<file path="config.mk">
export PLATFORM = sky130hd
export DESIGN_NAME = instr_prefetch_queue
export DESIGN_NICKNAME = d
export VERILOG_FILES = /design/src/rtl/pfq_pkg.sv /design/src/rtl/pfq_fifo.sv /design/src/rtl/instr_prefetch_queue.sv
export SDC_FILE = /design/constraint.sdc
export NUM_CORES = 1
export LEC_CHECK = 0
export BUFFER_PORTS_ARGS = -buffer_cell sky130_fd_sc_hd__buf_4
export CAP_MARGIN = 20
export CORE_MARGIN = 4
export CORE_UTILIZATION = 59
export CTS_CLUSTER_DIAMETER = 30
export DETAILED_ROUTE_END_ITERATION = 8
export PLACE_DENSITY = 0.86
export RECOVER_POWER = 100
export SLEW_MARGIN = 20
export SYNTH_ARGS = -nofsm -noshare
export SYNTH_HDL_FRONTEND = slang
export SYNTH_SLANG_ARGS = --single-unit
</file>
<file path="constraint.sdc">
create_clock -name eclk -period 3.05 [get_ports eclk]
set_input_delay 0.61 -clock eclk [delete_from_list [all_inputs] [get_ports eclk]]
set_output_delay 0.61 -clock eclk [all_outputs]
set_load 0.05 [all_outputs]
</file>
<file path="src/rtl/pfq_pkg.sv">
// rtl/pfq_pkg.sv - shared types and defaults for the instruction prefetch queue
package pfq_pkg;

  typedef enum logic [1:0] {
    IDLE  = 2'd0,
    FETCH = 2'd1,
    DRAIN = 2'd2
  } pfq_state_t;

  localparam int PFQ_DEPTH = 4;
  localparam int PFQ_AW    = 8;

  function automatic int pfq_ptr_w(input int depth);
    return $clog2(depth);
  endfunction

  localparam int PFQ_PTR_W = pfq_ptr_w(PFQ_DEPTH);

endpackage

</file>
<file path="src/rtl/pfq_fifo.sv">
// rtl/pfq_fifo.sv - power-of-two circular byte buffer with push, pop and clear
module pfq_fifo
  import pfq_pkg::*;
#(
  parameter int DEPTH = PFQ_DEPTH,
  parameter int W     = 8
) (
  input  logic                   clk,
  input  logic                   rst,
  input  logic                   clear,
  input  logic                   push,
  input  logic                   pop,
  input  logic [W-1:0]           wdata,
  output logic [W-1:0]           rdata,
  output logic [$clog2(DEPTH):0] count
);

  localparam int PW = pfq_ptr_w(DEPTH);
  localparam int CW = $clog2(DEPTH) + 1;

  logic [W-1:0]  mem [DEPTH];
  logic [PW-1:0] head;
  logic [PW-1:0] tail;

  always_ff @(posedge clk) begin
    if (push && !clear) mem[tail] <= wdata;
  end

  // Pointers wrap naturally because DEPTH is a power of two.
  always_ff @(posedge clk or posedge rst) begin
    if (rst) begin
      head  <= '0;
      tail  <= '0;
      count <= '0;
    end else if (clear) begin
      head  <= '0;
      tail  <= '0;
      count <= '0;
    end else begin
      if (push) tail <= tail + PW'(1);
      if (pop)  head <= head + PW'(1);
      case ({push, pop})
        2'b10:   count <= count + CW'(1);
        2'b01:   count <= count - CW'(1);
        default: count <= count;
      endcase
    end
  end

  // Empty reads return zero so stale storage never leaks to decode.
  assign rdata = (count != '0) ? mem[head] : '0;

endmodule

</file>
<file path="src/rtl/instr_prefetch_queue.sv">
// rtl/instr_prefetch_queue.sv - single-outstanding instruction fetch FSM feeding pfq_fifo
// Optional PFQ_BYPASS_EN forwards an ack straight to decode when the queue is empty.
module instr_prefetch_queue
  import pfq_pkg::*;
#(
  parameter int DEPTH = PFQ_DEPTH,
  parameter int AW    = PFQ_AW
) (
  input  logic                   eclk,
  input  logic                   reset,
  input  logic                   fetch_en,
  input  logic                   flush,
  input  logic [AW-1:0]          flush_addr,
  output logic                   mem_req,
  output logic [AW-1:0]          mem_addr,
  input  logic                   mem_ack,
  input  logic [7:0]             mem_rdata,
  output logic                   ins_valid,
  output logic [7:0]             ins_data,
  input  logic                   ins_pop,
  output logic [$clog2(DEPTH):0] count
);

  localparam int CW = $clog2(DEPTH) + 1;

  pfq_state_t    state;
  pfq_state_t    state_next;
  logic [AW-1:0] fa;
  logic          start;
  logic          ack_take;
  logic          push;
  logic          pop;
  logic          full;
  logic [7:0]    head_data;

  assign full    = (count == CW'(DEPTH));
  assign mem_req = (state != IDLE);

  always_ff @(posedge eclk or posedge reset) begin
    if (reset) state <= IDLE;
    else       state <= state_next;
  end

  always_comb begin
    state_next = state;
    start      = 1'b0;
    ack_take   = 1'b0;
    case (state)
      IDLE: begin
        if (fetch_en && !flush && !full) begin
          start      = 1'b1;
          state_next = FETCH;
        end
      end
      FETCH: begin
        if (mem_ack) begin
          ack_take   = !flush;
          state_next = IDLE;
        end else if (flush) begin
          state_next = DRAIN;
        end
      end
      DRAIN: begin
        if (mem_ack) state_next = IDLE;
      end
      default: state_next = IDLE;
    endcase
  end

  // mem_addr is latched at request start so a flush during DRAIN leaves it untouched.
  always_ff @(posedge eclk or posedge reset) begin
    if (reset) begin
      fa       <= '0;
      mem_addr <= '0;
    end else begin
      if (flush)         fa <= flush_addr;
      else if (ack_take) fa <= fa + AW'(1);
      if (start) mem_addr <= fa;
    end
  end

`ifdef PFQ_BYPASS_EN
  logic bypass;
  assign bypass    = ack_take && (count == '0);
  assign ins_valid = (count != '0) || bypass;
  assign ins_data  = (count != '0) ? head_data : (bypass ? mem_rdata : 8'h00);
  assign push      = ack_take && !(bypass && ins_pop);
`else
  assign ins_valid = (count != '0);
  assign ins_data  = head_data;
  assign push      = ack_take;
`endif

  assign pop = ins_pop && (count != '0);

  pfq_fifo #(
    .DEPTH (DEPTH),
    .W     (8)
  ) u_fifo (
    .clk   (eclk),
    .rst   (reset),
    .clear (flush),
    .push  (push),
    .pop   (pop),
    .wdata (mem_rdata),
    .rdata (head_data),
    .count (count)
  );

endmodule

</file>
==> impl_metrics.toml <==
[clocking]
cts_setup_buffers = 0
cts_tree = "done"
cts_resized = 0
clk_latency_ns = 0.33
holdBufCountCts = 0
cts_buffer_depth = 2
cts.sinks = 57
cts_buffers = 9
clockRootBuffer = "clkbuf_8"
htreeDepth = 3
clk_pin_slew_ns = 0.06

[routing]
drt-initial-drc-count = 125
vias = 1574
drcViolationCount = 0
via_per_inst = 5.79
wl_per_cell_um = 17.8
totalWireLength_um = 4830
firstDrtPassIters = 4
ant_nets = 0

[setup_path]
worstPathMaxFanout = 24
path_class = "in2reg"
crit_path_end_kind = "flop"
reg2regPathDepth = 6
crit_path_start_kind = "primary input"
critPathRequiredTime_ns = 3.26
critical_path_arrival_ns = 2.90

[power_and_ir_drop]
leakage_nw = 1.16
ir_drop_v = 0.000514
finalPower_mw = 2.66
power_density_mw_per_mm2 = 912

[timing]
final.period_utilization_pct = 88.0
fmax_mhz = 372
period_minus_slack_ns = 2.68
worst_pin_slew_ns = 1.00
worst_clock_skew_ns = 0.0130
finalSetupViolCount = 0
slew-limit-headroom_pct = 33.0
finalWorstSetupSlack_ns = 0.365
rsz0062_at_grt = "false"
hold_viol_final = 0
slew_violations = 0
fin_setup_tns_ns = 0

[floorplanning]
start_util_pct = 62.3
dieHeight_um = 73.4
fp.dieW_um = 73.4
pin_count = 43
row_count = 23
core_mm2 = 0.00406
dieArea_mm2 = 0.00539

[layout]
antennaDiodeCount = 0
final_layout_size_suffix_gt1_share_pct = 23.4
nets = 245
fill_cells = 284
syn2layout_area_growth_pct = 15.6
utilization_pct = 71.9

[grt]
grt_max_degree = 26
antenna_found_initial = 0
grt_pass1_vias = 1620
grt_overflow_total = 0
grt_pass1_wl_um = 7900
track_usage_pct = 20.4

[run_status]
status = "finished clean"

[synthesis]
yosys_warnings = 0
synthCells = 171
synth_top_family_by_area = "multiplexers"
avgSynthCellArea_um2 = 14.8
ys_seq_elements = 57
synth_compound_area_share_pct = 4.56
synth_top_flop_cell = "edfxtp_1"
ys_types = 37
synth-simple-area-share_pct = 11.2
netlist_area_mm2 = 0.00253
synth_edf_count = 32
synth_area_leaders = "edfxtp_1 (38%), dfrtp_1 (25%), mux4_2 (7.1%)"
yosys.area_share.xor_xnor_pct = 2.77
synth-adder-area-share_pct = 3.27
synthArstFlopShare_pct = 43.9
synth_nets = 199
synth_top_cell_by_area = "edfxtp_1"
synth_mux_area_share_pct = 13.2
ys_seq_area_share_pct = 62.8
synthDominantCellAreaShare_pct = 38.0

[placement]
routabilityCongestion = 0.892
dp_hpwl_um = 3430
portBuffers = 42
place_ws_ns = 0.640

[hold_path]
hold_class = "in2reg"
whs_path_depth = 2

[run]
cap_violations = 0
## cells in the mapped netlist (all sizes together), types with 2 or more instances
cell    count
and2       12
and3        3
buf         4
clkbuf      3
dfrtp      25
edfxtp     32
ha          5
inv         5
mux2       10
mux2i       2
mux4        8
nand2      14
nand3       3
nand4       4
nor2       10
nor2b       2
o21ai       8
xor2        7
## logic make-up after synthesis
| group | count (synthesis) |
|---|---|
| DFF | 57 |
| and+or+nand+nor | 52 |
| muxes | 20 |
| AOI/OAI and AO/OA | 16 |
| buffers and inverters | 12 |
| xor gates and xnor gates | 8 |
| adders and majority gates | 6 |
## sequential cells by signal (all words and copies together), names as in the netlist
register      cells
state             2
fa                8
u_fifo.mem       32
u_fifo.tail       2
u_fifo.head       2
mem_addr          8
u_fifo.count      3
## path summary, 6_finish.rpt
check | slack [ns] | endpoint | start
setup / recovery | 0.37 | u_fifo.count[1] | flush
hold / removal | 0.48 | state[1] | mem_ack
setup reg to reg | 0.75 | u_fifo.count[1] | u_fifo.count[0]
hold reg to reg | 0.51 | mem_addr[0] | mem_addr[0]
max in group asynchronous | 1.97 | fa[0] | reset
min in group asynchronous | 0.49 | mem_addr[1] | reset
## cell type report
class | count | area [um^2] | area share [%]
Clock buffer | 14 | 174 | 5.96
Sequential cell | 57 | 1590 | 54.4
Timing Repair Buffer | 42 | 213 | 7.29
Multi-Input combinational cell | 102 | 855 | 29.3
Clock inverter | 2 | 10.0 | 0.343
Tap cell | 50 | 62.6 | 2.14
Inverter | 5 | 18.8 | 0.643
## cell usage in the layout, fill, tap and decap left out, drive strengths merged, types with 3 or more instances in the layout
cell type,n
clkbuf,45
edfxtp,32
dfrtp,25
nand2,14
and2,12
buf,11
nor2,10
mux2,10
o21ai,8
mux4,8
xor2,7
inv,5
ha,5
nand4,4
and3,3
nand3,3
## report_power, final
part | internal (mW) | leakage (nW) | switching (mW)
registers | 0.915 | 0.602 | 0.114
clock network | 0.365 | 0.0956 | 0.278
logic | 0.287 | 0.457 | 0.702
## critical path, cell delays in order
cell      delay (ns)
clkbuf_1        0.73
nor2_1          0.19
and3_1          0.33
nor2_1          0.17
fa_1            0.42
nor2b_1         0.13
mux2_1          0.32
## layer usage
metal  global-route usage (%)  wire [um]  up-vias
li1                         -          -      717
met1                     25.1       1930      785
met2                     33.2       2490       59
met3                     6.16        290       13
met4                     9.26        124        0
met5                        0          0        -
## metrics by stage
| stage | hold WS [ns] | cell area (um^2) | cells |
|---|---|---|---|
| 6_report | 0.477 | 2920 | 272 |
| 5_1_grt | 0.473 | 2920 | 272 |
| 4_1_cts | 0.459 | 3050 | 272 |
| 3_5_place_dp | 0.497 | 2870 | 256 |
| 3_3_place_gp | 0.490 | 2870 | 256 |
| 2_1_floorplan | 0.498 | 2530 | 171 |
(Power assumes the default switching activity.)
